<file path="src/rtl/axp_mul_seq.sv">
// Iterative integer multiplier for opcode 13 (MULL, MULQ, UMULH, MULL/V, MULQ/V).
// Retires STEP multiplier bits per cycle into a 128-bit accumulator, then fixes up the result.
module axp_mul_seq #(
   parameter int STEP  = 4,
   parameter int TAG_W = 6
) (
   input  logic             i_clock,
   input  logic             i_reset,
   input  logic             i_flush,
   input  logic             i_in_valid,
   output logic             o_in_ready,
   input  logic [31:0]      i_cmd,
   input  logic [63:0]      i_a,
   input  logic [63:0]      i_b,
   input  logic [TAG_W-1:0] i_in_tag,
   output logic             o_out_valid,
   input  logic             i_out_ready,
   output logic [63:0]      o_y,
   output logic             o_ov,
   output logic             o_ill,
   output logic [TAG_W-1:0] o_out_tag
);

   // state | meaning
   // IDLE  | waiting for an operation
   // BUSY  | accumulating STEP-bit partial products, LSB first
   // FIX   | forming y and ov from the unsigned product
   // DONE  | result presented until out_ready
   typedef enum logic [1:0] {S_IDLE, S_BUSY, S_FIX, S_DONE} state_t;

   localparam logic [6:0] F_MULL  = 7'h00;
   localparam logic [6:0] F_MULQ  = 7'h20;
   localparam logic [6:0] F_UMULH = 7'h30;
   localparam logic [6:0] F_MULLV = 7'h40;
   localparam logic [6:0] F_MULQV = 7'h60;
   localparam logic [6:0] C_N32   = 7'(32 / STEP - 1);
   localparam logic [6:0] C_N64   = 7'(64 / STEP - 1);

   state_t             r_state;
   logic [6:0]         r_f;
   logic [63:0]        r_a;
   logic [63:0]        r_b;
   logic [63:0]        r_mplier;
   logic [127:0]       r_mcand;
   logic [127:0]       r_acc;
   logic [6:0]         r_cnt;
   logic [TAG_W-1:0]   r_tag;
   logic               r_out_valid;
   logic [63:0]        r_y;
   logic               r_ov;
   logic               r_ill;
   logic [TAG_W-1:0]   r_out_tag;

   logic [6:0]         w_f_in;
   logic               w_in_mull;
   logic               w_in_legal;
   logic               w_accept;
   logic [127:0]       w_pp;
   logic [31:0]        w_hi32;
   logic [63:0]        w_hi64;
   logic [63:0]        w_fix_y;
   logic               w_fix_ov;

   assign w_f_in     = i_cmd[11:5];
   assign w_in_mull  = (w_f_in == F_MULL) || (w_f_in == F_MULLV);
   assign w_in_legal = w_in_mull || (w_f_in == F_MULQ) || (w_f_in == F_UMULH) ||
                       (w_f_in == F_MULQV);
   assign o_in_ready = !i_flush &&
                       ((r_state == S_IDLE) || ((r_state == S_DONE) && i_out_ready));
   assign w_accept   = i_in_valid && o_in_ready;

   assign w_pp   = r_mcand * {{(128-STEP){1'b0}}, r_mplier[STEP-1:0]};
   // Signed high halves recovered from the unsigned product by subtracting the sign corrections
   assign w_hi32 = r_acc[63:32] - (r_a[31] ? r_b[31:0] : 32'd0) - (r_b[31] ? r_a[31:0] : 32'd0);
   assign w_hi64 = r_acc[127:64] - (r_a[63] ? r_b : 64'd0) - (r_b[63] ? r_a : 64'd0);

   always_comb begin
      w_fix_y  = '0;
      w_fix_ov = 1'b0;
      case (r_f)
         F_MULL:  w_fix_y = {{32{r_acc[31]}}, r_acc[31:0]};
         F_MULLV: begin
            w_fix_y  = {{32{r_acc[31]}}, r_acc[31:0]};
            w_fix_ov = (w_hi32 != {32{r_acc[31]}});
         end
         F_MULQ:  w_fix_y = r_acc[63:0];
         F_MULQV: begin
            w_fix_y  = r_acc[63:0];
            w_fix_ov = (w_hi64 != {64{r_acc[63]}});
         end
         F_UMULH: w_fix_y = r_acc[127:64];
         default: ;
      endcase
   end

   always_ff @(posedge i_clock) begin
      if (i_reset) begin
         r_state     <= S_IDLE;
         r_f         <= '0;
         r_a         <= '0;
         r_b         <= '0;
         r_mplier    <= '0;
         r_mcand     <= '0;
         r_acc       <= '0;
         r_cnt       <= '0;
         r_tag       <= '0;
         r_out_valid <= 1'b0;
         r_y         <= '0;
         r_ov        <= 1'b0;
         r_ill       <= 1'b0;
         r_out_tag   <= '0;
      end else if (i_flush) begin
         r_state     <= S_IDLE;
         r_out_valid <= 1'b0;
      end else begin
         case (r_state)
            S_BUSY: begin
               r_acc    <= r_acc + w_pp;
               r_mcand  <= r_mcand << STEP;
               r_mplier <= r_mplier >> STEP;
               if (r_cnt == 7'd0) r_state <= S_FIX;
               else               r_cnt   <= r_cnt - 7'd1;
            end
            S_FIX: begin
               r_y         <= w_fix_y;
               r_ov        <= w_fix_ov;
               r_ill       <= 1'b0;
               r_out_tag   <= r_tag;
               r_out_valid <= 1'b1;
               r_state     <= S_DONE;
            end
            S_DONE: begin
               if (i_out_ready) begin
                  r_out_valid <= 1'b0;
                  r_state     <= S_IDLE;
               end
            end
            default: ;
         endcase
         // Accept overrides the DONE pop so a new op can start in the same cycle
         if (w_accept) begin
            r_f      <= w_f_in;
            r_a      <= i_a;
            r_b      <= i_b;
            r_tag    <= i_in_tag;
            r_acc    <= '0;
            r_mcand  <= w_in_mull ? {96'd0, i_a[31:0]} : {64'd0, i_a};
            r_mplier <= i_b;
            r_cnt    <= w_in_mull ? C_N32 : C_N64;
            if (w_in_legal) begin
               r_state <= S_BUSY;
            end else begin
               r_state     <= S_DONE;
               r_y         <= '0;
               r_ov        <= 1'b0;
               r_ill       <= 1'b1;
               r_out_tag   <= i_in_tag;
               r_out_valid <= 1'b1;
            end
         end
      end
   end

   assign o_out_valid = r_out_valid;
   assign o_y         = r_y;
   assign o_ov        = r_ov;
   assign o_ill       = r_ill;
   assign o_out_tag   = r_out_tag;

endmodule

</file>
<file path="config.mk">
export PLATFORM = sky130hd
export DESIGN_NAME = axp_mul_seq
export DESIGN_NICKNAME = d
export VERILOG_FILES = /design/src/rtl/axp_mul_seq.sv
export SDC_FILE = /design/constraint.sdc
export NUM_CORES = 2
export LEC_CHECK = 0
export CAP_MARGIN = 20
export CORE_ASPECT_RATIO = 0.6
export CORE_MARGIN = 3
export CORE_UTILIZATION = 67
export DETAILED_ROUTE_END_ITERATION = 10
export GPL_TIMING_DRIVEN = 0
export PLACE_DENSITY = 0.93
export SETUP_SLACK_MARGIN = 0.15
export SYNTH_ARGS = -nofsm -noshare
export SYNTH_HDL_FRONTEND = slang
export SYNTH_SLANG_ARGS = --single-unit
</file>
<file path="constraint.sdc">
create_clock -name i_clock -period 12.5 [get_ports i_clock]
set_input_delay 3.125 -clock i_clock [delete_from_list [all_inputs] [get_ports i_clock]]
set_output_delay 3.125 -clock i_clock [all_outputs]
set_load 0.1 [all_outputs]
</file>
==> results.txt <==
Die Y = 213 um
Area growth from synthesis to layout = 11.4%
Final RePlAce weighted congestion = 1.14
Arrival @ worst endpoint = 9040 ps
EDFF count, synth = 0
Placement Setup Slack = 4370 ps
FMAX = 117 MHz
Cell row count = 75
Grt ovf = 0
Maximum VDD drop = 119 uV
Unique masters post-synth = 92
Seq cells post-synth = 543
RSZ-0062 raised after global routing = no
Critical path startpoint category = flop
Max clock buf depth = 3
Vias in the first global route = 45.4k
Final Hold Viols = 0
# fillers = 5233
Total CTS buffers = 52
Post-DR wirelength/cell = 24.8 um
Critical path endpoint category = flop
Initial antenna violation count = 8
Post-DP HPWL = 150000 um
Leading area contributor after synthesis = dfxtp_1
DP Area = 51200 um^2
DR WL met2 = 69000 um
Skew final = 35.7 ps
Met1 wire length = 69500 um
CTS tree = built
Met3 wire length = 36700 um
Worst hold path class = reg -> reg
Max_slew headroom = 0.118
Die Wd = 351 um
Worst-Skew Late Latency = 660 ps
Crit path kind = reg -> reg
Initial DRC Count = 7118
Vias per inst = 6.52
Ranking of synthesized cells by area = dfxtp_1 (23%), fa_1 (20%), nand2_1 (14%), a21oi_1 (7.7%), ha_1 (6.2%)
Period utilization = 0.685
Max-Cap Viols = 0
Post_cts resized = 0
Syn Nets = 7129
Synthesis Warnings = 0
Hold buffer count at CTS = 0
Asr flop ratio synth = 0
Worst EP required = 12980 ps
Number of detailed-route iterations in the first pass = 9
Setup TNS = 0 ps
Status = complete, no violations
Top sig layer = met5
Lkg Pwr = 23.2 nW
# Post-CTS Setup Buffers = 0
Root Buffer = clkbuf_16
Syn Area/Cell = 7.64 um^2
GRT Total Usage = 0.489
Post-Synthesis Cells = 6254
Primary FF master, synth = dfxtp_1
Synth Cell Area = 47800 um^2
Initial Util = 0.680
Clk pin slew, worst setup/hold paths = 80 ps
First-pass GRT wire length = 274000 um
Area of the multi-input gates = 34100 um^2
IO Port Bufs = 217
TritonCTS Sinks = 543
DRC Markers = 0
Largest net degree at the start of global routing = 17
Min setup slack post-route = 3940 ps
Seq/Total Area, Yosys = 0.227
Reg area = 10900 um^2
# IOs = 245
Post-synth top area share = 0.227
Die area = 74700 um^2
Nets@finish = 7415
Final instance area = 53300 um^2
Crit-path max FO = 10
# setup viols final = 0
H-tree depth = 2
Routed wire length = 186000 um
Worst-margin pin slew = 1320 ps
Crit path time final = 8560 ps
Core area = 70300 um^2
ANT nets after route = 0
Share of layout cells above drive strength 1 = 0.0242
Via count = 49.0k
Max-slew violations = 0
Pwr dens = 90.0 nW/um^2
## power by group
part           switching (mW)  total (mW)  internal, mW
clock                   0.787        1.81          1.02
sequential             0.0792        1.86          1.78
combinational           0.720        1.12         0.403
## stage by stage
stage	instances	hold WS, ps	util	total power [mW]
2_1_floorplan	6254	431	-	2.59
3_3_place_gp	7395	438	0.727	2.94
3_5_place_dp	7401	442	0.729	2.95
4_1_cts	7496	457	0.756	4.71
5_1_grt	7505	480	0.757	4.90
6_report	7513	454	0.758	4.79
## kinds of logic (layout without fill, tap and decap cells)
| group | after synthesis | in the layout | share of synthesized area |
|---|---|---|---|
| flip-flops | 543 | 543 | 0.227 |
| AND/OR/NAND/NOR | 2569 | 2569 | 0.228 |
| AO/OA/AOI/OAI | 1470 | 1470 | 0.187 |
| adder cells (fa/ha/maj) | 704 | 704 | 0.258 |
| buffers and inverters | 742 | 1069 | 0.0588 |
| multiplexers | 2 | 2 | 0.000419 |
| XOR/XNOR | 224 | 224 | 0.0410 |
| other | 0 | 8 | 0 |
## path summary, 6_finish.rpt
path / startpoint / endpoint / slack [ps] / cells after the start
worst max-delay path: r_mplier[3] / r_acc[121] / 3940 / 19
worst max register to register: r_mplier[3] / r_acc[121] / 3940 / 19
worst min register to register: o_y[40] / o_y[40] / 450 / 2
worst min-delay path: o_y[40] / o_y[40] / 450 / 2
## layout by cell type, fill, tap and decap left out, types with 15 or more instances in the layout
cell type	n
o21ai_0	183
dfxtp_1	543
xnor2_1	130
a21o_1	132
clkdlybuf4s50_1	217
a221oi_1	38
a211oi_1	26
o211ai_1	19
fa_1	468
nand3_1	47
and2_1	174
a22oi_1	36
a31oi_1	57
o21a_1	32
nand2_1	1780
inv_1	356
clkbuf_16	53
nor3_1	59
ha_1	236
o21ai_1	24
nand4_1	77
nor2_1	268
clkbuf_1	358
nand2b_1	32
nor2b_1	35
and3_1	27
buf_1	15
o21bai_1	43
xor2_1	94
a21oi_1	738
nor4_1	16
## registers in the layout, summed over array words and instances (netlist names)
name and flops:
o_ill 1, o_out_tag 6, o_out_valid 1, o_ov 1, o_y 64, r_a 64
r_acc 128, r_b 64, r_cnt 7, r_f 7, r_mcand 128, r_mplier 64
r_state 2, r_tag 6
## layer usage
| metal | global-route usage | up-vias |
|---|---|---|
| li1 | - | 21300 |
| met1 | 0.653 | 23100 |
| met2 | 0.631 | 3914 |
| met3 | 0.270 | 679 |
| met4 | 0.241 | 4 |
| met5 | 0 | - |
## layout make-up
cell class                 instances  area share
antenna                            8    0.000376
buffer                           386      0.0277
clock buffer                      68      0.0284
clock inverter                    27     0.00700
inverter                         356      0.0251
multi-input combinational       4969       0.641
sequential                       543       0.204
tap                              924      0.0217
timing repair buffer             232      0.0449
## cell usage after synthesis, drive strengths merged (9+ instances only)
master     n
nand2   1780
a21oi    742
dfxtp    543
fa       468
clkbuf   356
inv      356
nor2     268
ha       236
o21ai    208
and2     175
a21o     133
xnor2    130
xor2      94
nand4     77
nor3      62
a31oi     58
nand3     47
o21bai    43
a221oi    39
a22oi     36
nor2b     35
o21a      33
nand2b    32
buf       30
and3      27
a211oi    26
o211ai    19
nor4      16
o31ai     15
a21boi    11
a211o     10
a41oi     10
or4       10
o41ai      9
or3        9
## critical path, cell delays in order (launching register included)
cell and delay, ps:
dfxtp_1 310, clkbuf_1 900, clkbuf_1 880, clkbuf_1 660, nand2_1 170, fa_1 510, inv_1 50, fa_1 500
fa_1 420, ha_1 460, nand2_1 180, or3_1 450, or4_1 610, o31ai_1 650, a21oi_1 260, o31ai_1 530
a31oi_2 240, o21bai_1 210, xnor2_1 200, o22ai_1 130
Note: power is estimated with default switching activity, not from simulation.
